$ cat config.mk
export PLATFORM = sky130hd
export DESIGN_NAME = picorv32_seq_shifter
export DESIGN_NICKNAME = d
export VERILOG_FILES = /design/src/rtl/picorv32_seq_shifter.sv
export SDC_FILE = /design/constraint.sdc
export NUM_CORES = 1
export LEC_CHECK = 0
export BUFFER_PORTS_ARGS = -buffer_cell sky130_fd_sc_hd__buf_2
export CAP_MARGIN = 20
export CORE_UTILIZATION = 55
export CTS_BUF_LIST = sky130_fd_sc_hd__clkbuf_8 sky130_fd_sc_hd__clkbuf_16
export DETAILED_ROUTE_END_ITERATION = 7
export GPL_TIMING_DRIVEN = 1
export PLACE_DENSITY = 0.82
export SLEW_MARGIN = 20
export SYNTH_ARGS = -nofsm -noshare
export SYNTH_HDL_FRONTEND = slang
export SYNTH_SLANG_ARGS = --single-unit
$ cat constraint.sdc
create_clock -name clk -period 5.2 [get_ports clk]
set_input_delay 0.26 -clock clk [delete_from_list [all_inputs] [get_ports clk]]
set_output_delay 0.26 -clock clk [all_outputs]
set_load 0.05 [all_outputs]
$ cat src/rtl/picorv32_seq_shifter.sv
`default_nettype none
// ============================================================================
// Module      : picorv32_seq_shifter
// Description : Multi-cycle SLL/SRL/SRA unit with valid/ready request and
//               response handshakes, stepping by 4 or 1 bit per cycle.
// Revision    : 1.0 - initial release
// ============================================================================
module picorv32_seq_shifter #(
    parameter int TWO_STAGE_SHIFT = 1
) (
    input  logic        clk,
    input  logic        resetn,
    input  logic        flush,
    input  logic        req_valid,
    output logic        req_ready,
    input  logic [1:0]  req_op,
    input  logic [31:0] req_op1,
    input  logic [4:0]  req_shamt,
    output logic        rsp_valid,
    input  logic        rsp_ready,
    output logic [31:0] rsp_data,
    output logic        busy
);

    typedef enum logic [1:0] {
        S_IDLE  = 2'd0,
        S_SHIFT = 2'd1,
        S_DONE  = 2'd2
    } state_t;

    state_t      state_q, state_d;
    logic [31:0] data_q, data_d;
    logic [4:0]  cnt_q, cnt_d;
    logic        right_q, right_d;
    logic        fill_q, fill_d;
    logic [31:0] rsp_data_q, rsp_data_d;

    logic        w_step4;
    logic [4:0]  w_step;
    logic [4:0]  w_cnt_next;
    logic [31:0] w_shl;
    logic [31:0] w_shr;
    logic [31:0] w_shifted;

    assign w_step4    = (TWO_STAGE_SHIFT != 0) && (cnt_q >= 5'd4);
    assign w_step     = w_step4 ? 5'd4 : 5'd1;
    assign w_cnt_next = cnt_q - w_step;
    assign w_shl      = w_step4 ? {data_q[27:0], 4'b0000} : {data_q[30:0], 1'b0};
    assign w_shr      = w_step4 ? {{4{fill_q}}, data_q[31:4]} : {fill_q, data_q[31:1]};
    assign w_shifted  = right_q ? w_shr : w_shl;

    always_comb begin
        state_d    = state_q;
        data_d     = data_q;
        cnt_d      = cnt_q;
        right_d    = right_q;
        fill_d     = fill_q;
        rsp_data_d = rsp_data_q;
        // Flush wins over any handshake, including an accept in IDLE.
        if (flush) begin
            state_d = S_IDLE;
        end else begin
            case (state_q)
                S_IDLE: begin
                    if (req_valid) begin
                        data_d  = req_op1;
                        cnt_d   = req_shamt;
                        right_d = req_op[0];
                        fill_d  = (req_op == 2'b11) && req_op1[31];
                        if (req_shamt == 5'd0) begin
                            state_d    = S_DONE;
                            rsp_data_d = req_op1;
                        end else begin
                            state_d = S_SHIFT;
                        end
                    end
                end
                S_SHIFT: begin
                    data_d = w_shifted;
                    cnt_d  = w_cnt_next;
                    if (w_cnt_next == 5'd0) begin
                        state_d    = S_DONE;
                        rsp_data_d = w_shifted;
                    end
                end
                S_DONE: begin
                    if (rsp_ready) begin
                        state_d = S_IDLE;
                    end
                end
                default: state_d = S_IDLE;
            endcase
        end
    end

    always_ff @(posedge clk or negedge resetn) begin
        if (!resetn) begin
            state_q    <= S_IDLE;
            data_q     <= 32'd0;
            cnt_q      <= 5'd0;
            right_q    <= 1'b0;
            fill_q     <= 1'b0;
            rsp_data_q <= 32'd0;
        end else begin
            state_q    <= state_d;
            data_q     <= data_d;
            cnt_q      <= cnt_d;
            right_q    <= right_d;
            fill_q     <= fill_d;
            rsp_data_q <= rsp_data_d;
        end
    end

    assign req_ready = (state_q == S_IDLE);
    assign rsp_valid = (state_q == S_DONE);
    assign busy      = (state_q != S_IDLE);
    assign rsp_data  = rsp_data_q;

endmodule
`default_nettype wire

==> results.cfg, run 1 <==
[final_layout]
fin_cells = 560
area_growth_pct = 15.6
layout.nets = 505
drive_gt1_share_pct = 37.5
antennaDiodeCount = 0

[cts]
cts-resized-gates = 0
clk-insertion-delay-late_ns = 0.35
numClockSinks = 73
cts_made_buffers = 9
h-tree-depth = 3
path_clk_slew_ns = 0.08
cts-root-buf = clkbuf_8
cts.path.max_buffers = 2
cts_hold_buf = 0
cts_tree = yes
cts_setup_buffers = 0

[logic_synthesis]
ys_seq_area_share_pct = 45.9
netlist_top_cells_count = dfrtp_1 (73), nand2_1 (70), mux2_2 (36)
ys_async_sr_fraction_pct = 100
syn_inst = 391
ys_types = 40
yosysTopAreaCellShare_pct = 45.9
synthFlopType = dfrtp_1
synth.cell_area_um2 = 3980
synth.largest_area_cell = dfrtp_1
syn-num-nets = 437
syn_avg_cell_area_um2 = 10.2
synth_edf_count = 0
synth_area_leaders = dfrtp_1 (46%), mux2_2 (10%), nand2_1 (6.6%)
ys_ff_latch = 73
yosysWarningCount = 0
yosys.cell_count.top_type = dfrtp_1

[drt]
drc = 0
viasPerCell = 6.04
antenna_left = 0
drtIter0Drc = 309
drt_pass1_iterations = 6
drt-total-wl_mm = 9.44
wl_per_cell_um = 16.9
via_count = 3380

[critical_path]
slowest_stage = or3_2
cpPeakStageDelay_ns = 0.83
worstSetupStartpointType = flop
worstPathMaxFanout = 37
crit_chain = or3_2 > clkinv_1 > ha_1 > nor2b_1 > a21oi_1 > o221ai_1 > nand3_4 > mux2_1
path_class = reg -> reg
path_delay_family = simple AND/OR/NAND/NOR gates
critPathArrivalTime_ns = 3.81
path_buf_inv = 1
cp.required_ns = 5.43
critPathCaptureType = flop

[timing]
setup_viol = 0
tightest_slew_ns = 0.968
hold_ws_ns = 0.0735
drv_slew = 0
slew_headroom_pct = 35.5
setup_ws_ns = 1.62
setup_tns_ns = 0
skew_ns = 0.00705
max_freq_ghz = 0.279
hold_violations = 0
fin_crit_sh_pct = 68.9
period_minus_slack_ns = 3.58
rsz0062_at_grt = no

[global_routing]
grt_max_degree = 74
grt_overflow = 0
grt_pass1_wl_mm = 14.9
antenna_found_initial = 0
grt_pass1_vias = 3206
grtUsageTotal_pct = 25.7

[floorplan]
floorplan.initialDensity_pct = 57.6
dieArea_um2 = 7580
fp-row-count = 30
core-area_um2 = 6910
die_y_um = 87.1
io_pins = 79
die_w_um = 87.1

[pwr]
vdd_drop_max_mv = 0.357
power.density_nw_per_um2 = 655
total_power_w = 0.00301
power.leakage_nw = 2.13

[place]
dp_hpwl_mm = 6.45
placed_cells_incl_taps = 544
pre_cts_slack_ns = 1.27
io_buffers = 78
globalplace.congestion = 0.859

[flow_run]
max_cap_viol_count = 0

[worst_hold_path]
worst_hold_path_type = in -> reg

[run_status]
status = finished clean
[worst register-to-register path, stage by stage (launching register included)]
cell and delay, ns:
dfrtp_1 0.44, or3_2 0.83, clkinv_1 0.16, ha_1 0.30
nor2b_1 0.23, a21oi_1 0.12, o221ai_1 0.35, nand3_4 0.51
mux2_1 0.53
[layout make-up]
type	count	area [µm²]
repair buffers	83	428
multi-input cells	287	2010
flip-flops and latches	73	1830
well taps	96	120
fillers	569	2310
inverters	5	18.8
clock inverters	6	60.1
clock buffers	10	138
[registers in the layout (all words and copies together), names as in the netlist]
| signal | count |
|---|---|
| data_q | 32 |
| rsp_data | 32 |
| cnt_q | 5 |
| state_q | 2 |
| fill_q | 1 |
| right_q | 1 |
[layer usage]
metal | share of wire, % | GRT usage (%) | vias to the layer above | routed length (µm)
li1 | - | - | 1546 | -
met1 | 42 | 33.4 | 1612 | 3940
met2 | 48 | 41.5 | 194 | 4540
met3 | 7.7 | 4.64 | 28 | 730
met4 | 2.4 | 12.7 | 0 | 223
met5 | 0 | 0 | - | 0
[where the power goes]
part	total (W)	switching, W	leakage (nW)	internal, W
combinational	0.00152	0.00101	1.16	0.000516
sequential	0.00104	0.000202	0.860	0.000843
clock	0.000445	0.000213	0.109	0.000232
[path summary, 6_finish.rpt]
| check | startpoint | end | slack (ns) | cells after the start |
|---|---|---|---|---|
| worst max-delay path | cnt_q[4] | rsp_data[28] | 1.62 | 8 |
| worst max register to register | cnt_q[4] | rsp_data[28] | 1.62 | 8 |
| min in group asynchronous | resetn | data_q[22] | 0.13 | 2 |
| worst min-delay path | rsp_ready | state_q[1] | 0.07 | 2 |
| max in group asynchronous | resetn | rsp_data[3] | 4.47 | 2 |
| worst min register to register | rsp_data[23] | rsp_data[23] | 0.49 | 1 |
[layout by cell type, fill, tap and decap left out, types with 2 or more instances in the layout]
cell type	Yosys	layout
nor2_1	30	30
dfrtp_1	73	73
clkbuf_8	0	10
a21boi_0	2	2
inv_1	4	6
mux2_4	11	11
nor3_1	4	3
buf_2	5	78
or2_2	2	2
a31oi_1	23	23
nand3_1	14	14
ha_1	2	2
nor2b_1	3	2
mux2_2	36	36
o22a_1	2	2
o21ai_0	12	12
buf_4	0	5
nor3_2	1	2
o211a_1	6	6
a31o_2	21	21
clkinv_4	0	2
mux2_1	18	18
a21oi_1	11	11
nand2_1	70	70
or3_1	3	2
a311oi_1	2	2
[cells by family (layout without fill, tap and decap cells)]
kind of cell             after synthesis  after routing  synth area share (%)
AO/OA/AOI/OAI                         86             86                  15.3
adder cells (fa/ha/maj)                2              2                 0.629
buffers and inverters                 31            104                  3.84
flip-flops                            73             73                  45.9
multiplexers                          65             65                  19.4
AND/OR/NAND/NOR                      134            134                  14.8
[metrics by stage]
stage / utilization, % / instance area (µm²)
final: 66.6 / 4600
after global routing: 66.6 / 4600
after CTS: 66.6 / 4600
after detailed placement: 63.7 / 4400
after global placement: 63.7 / 4400
after floorplan: - / 3980
(Power assumes the default switching activity.)
==> run 2, diff against run 1 <==
CORE_UTILIZATION = 50   (was 55)
PLACE_DENSITY = 0.78   (was 0.82)
clock period = 3.2 ns   (was 5.2 ns; I/O delays follow)
==> results.cfg, run 2 (same netlist as run 1, synthesis figures left out) <==
[timing]
fin_crit_sh_pct = 88.3
setup_viol = 0
slew_headroom_pct = 53.2
skew_ns = 0.00791
period_minus_slack_ns = 2.83
setup_tns_ns = 0
max_freq_ghz = 0.354
rsz0062_at_grt = no
tightest_slew_ns = 0.702
hold_ws_ns = 0.0321
setup_ws_ns = 0.373
hold_violations = 0
drv_slew = 0

[place]
placed_cells_incl_taps = 556
pre_cts_slack_ns = 0.390
dp_hpwl_mm = 6.91
io_buffers = 78
globalplace.congestion = 0.898

[global_routing]
grt_overflow = 0
grt_max_degree = 40
grt_pass1_vias = 3360
grtUsageTotal_pct = 25.0
grt_pass1_wl_mm = 16.2
antenna_found_initial = 0

[cts]
cts_made_buffers = 9
cts_setup_buffers = 0
cts.path.max_buffers = 2
path_clk_slew_ns = 0.08
h-tree-depth = 3
clk-insertion-delay-late_ns = 0.35
numClockSinks = 73
cts-root-buf = clkbuf_8
cts_tree = yes

[floorplan]
dieArea_um2 = 8320
fp-row-count = 32
floorplan.initialDensity_pct = 51.5
io_pins = 79
die_y_um = 91.2
core-area_um2 = 7730
die_w_um = 91.2

[drt]
drc = 0
antenna_left = 0
wl_per_cell_um = 16.9
drtIter0Drc = 335
drt_pass1_iterations = 4
via_count = 3406
drt-total-wl_mm = 9.71
viasPerCell = 5.93

[final_layout]
drive_gt1_share_pct = 37.9
final_common_cell = buf_2
antennaDiodeCount = 0
final_cell_mix = buf_2 (78), dfrtp_1 (73), nand2_1 (70), mux2_2 (36), nor2_1 (30)
area_growth_pct = 18.3
layout.nets = 513
fin_cells = 574

[critical_path]
critPathCaptureType = flop
worstSetupStartpointType = flop
crit_chain = or3_1 > buf_4 > nor2_1 > ha_1 > nor2b_1 > a21oi_1 > o221ai_1 > nand3_4 > buf_4 > mux2_1
worstPathMaxFanout = 36
slowest_stage = dfrtp_1
cp.required_ns = 3.43
cpPeakStageDelay_ns = 0.44
path_class = reg -> reg
cpMostUsedCell = buf_4
critPathArrivalTime_ns = 3.06

[pwr]
total_power_w = 0.00505
vdd_drop_max_mv = 0.628
power.density_nw_per_um2 = 1070
power.leakage_nw = 2.18

[run_status]
status = finished clean

[worst_hold_path]
worst_hold_path_type = in -> reg

[flow_run]
max_cap_viol_count = 0
[run 2: area by class of cell]
class	instances	area (µm²)
clock inverters	7	111
clock buffers	9	124
well taps	102	128
multi-input cells	287	2010
fillers	661	3020
inverters	5	18.8
repair buffers	91	493
flip-flops and latches	73	1830
[run 2: report_power, final]
part	internal [W]	total, W	switching, W
registers	0.00137	0.00170	0.000332
logic	0.000853	0.00248	0.00163
clock network	0.000512	0.000865	0.000352
[run 2: what timing repair did]
| item | CTS | global route |
|---|---|---|
| hold endpoints to repair | 29 | 0 |
| gates resized for setup | 0 | 0 |
| hold buffers | 2 | 0 |
| endpoints found under the setup margin | 0 | 0 |
[run 2: worst paths after layout]
check	start	to	slack, ns	depth (start not counted)
worst min-delay path	flush	state_q[0]	0.03	2
worst max register to register	cnt_q[4]	rsp_data[14]	0.37	10
worst min register to register	rsp_data[24]	rsp_data[24]	0.49	1
max in group asynchronous	resetn	data_q[3]	2.04	3
min in group asynchronous	resetn	rsp_data[18]	0.39	2
worst max-delay path	cnt_q[4]	rsp_data[14]	0.37	10
[run 2: worst max-delay path: cells and delay by family (launching register included)]
family          cells  cell delay (ns)
mux                 1             0.34
buf+inv             2             0.49
compound gates      2             0.40
flops               1             0.44
simple gates        4             0.86
fa+ha+maj           1             0.17
[run 2: routing by layer]
layer  GRT usage, %  vias to the layer above  part of all wire [%]
li1               -                     1570                     -
met1           33.8                     1642                    44
met2           39.9                      164                    48
met3           4.19                       30                   5.4
met4           10.7                        0                   2.7
met5              0                        -                     0
[run 2: through the flow]
stage	util, %	area, µm²
6_report	60.9	4710
5_1_grt	60.9	4710
4_1_cts	60.9	4710
3_5_place_dp	57.6	4450
3_3_place_gp	57.6	4450
2_1_floorplan	-	3980
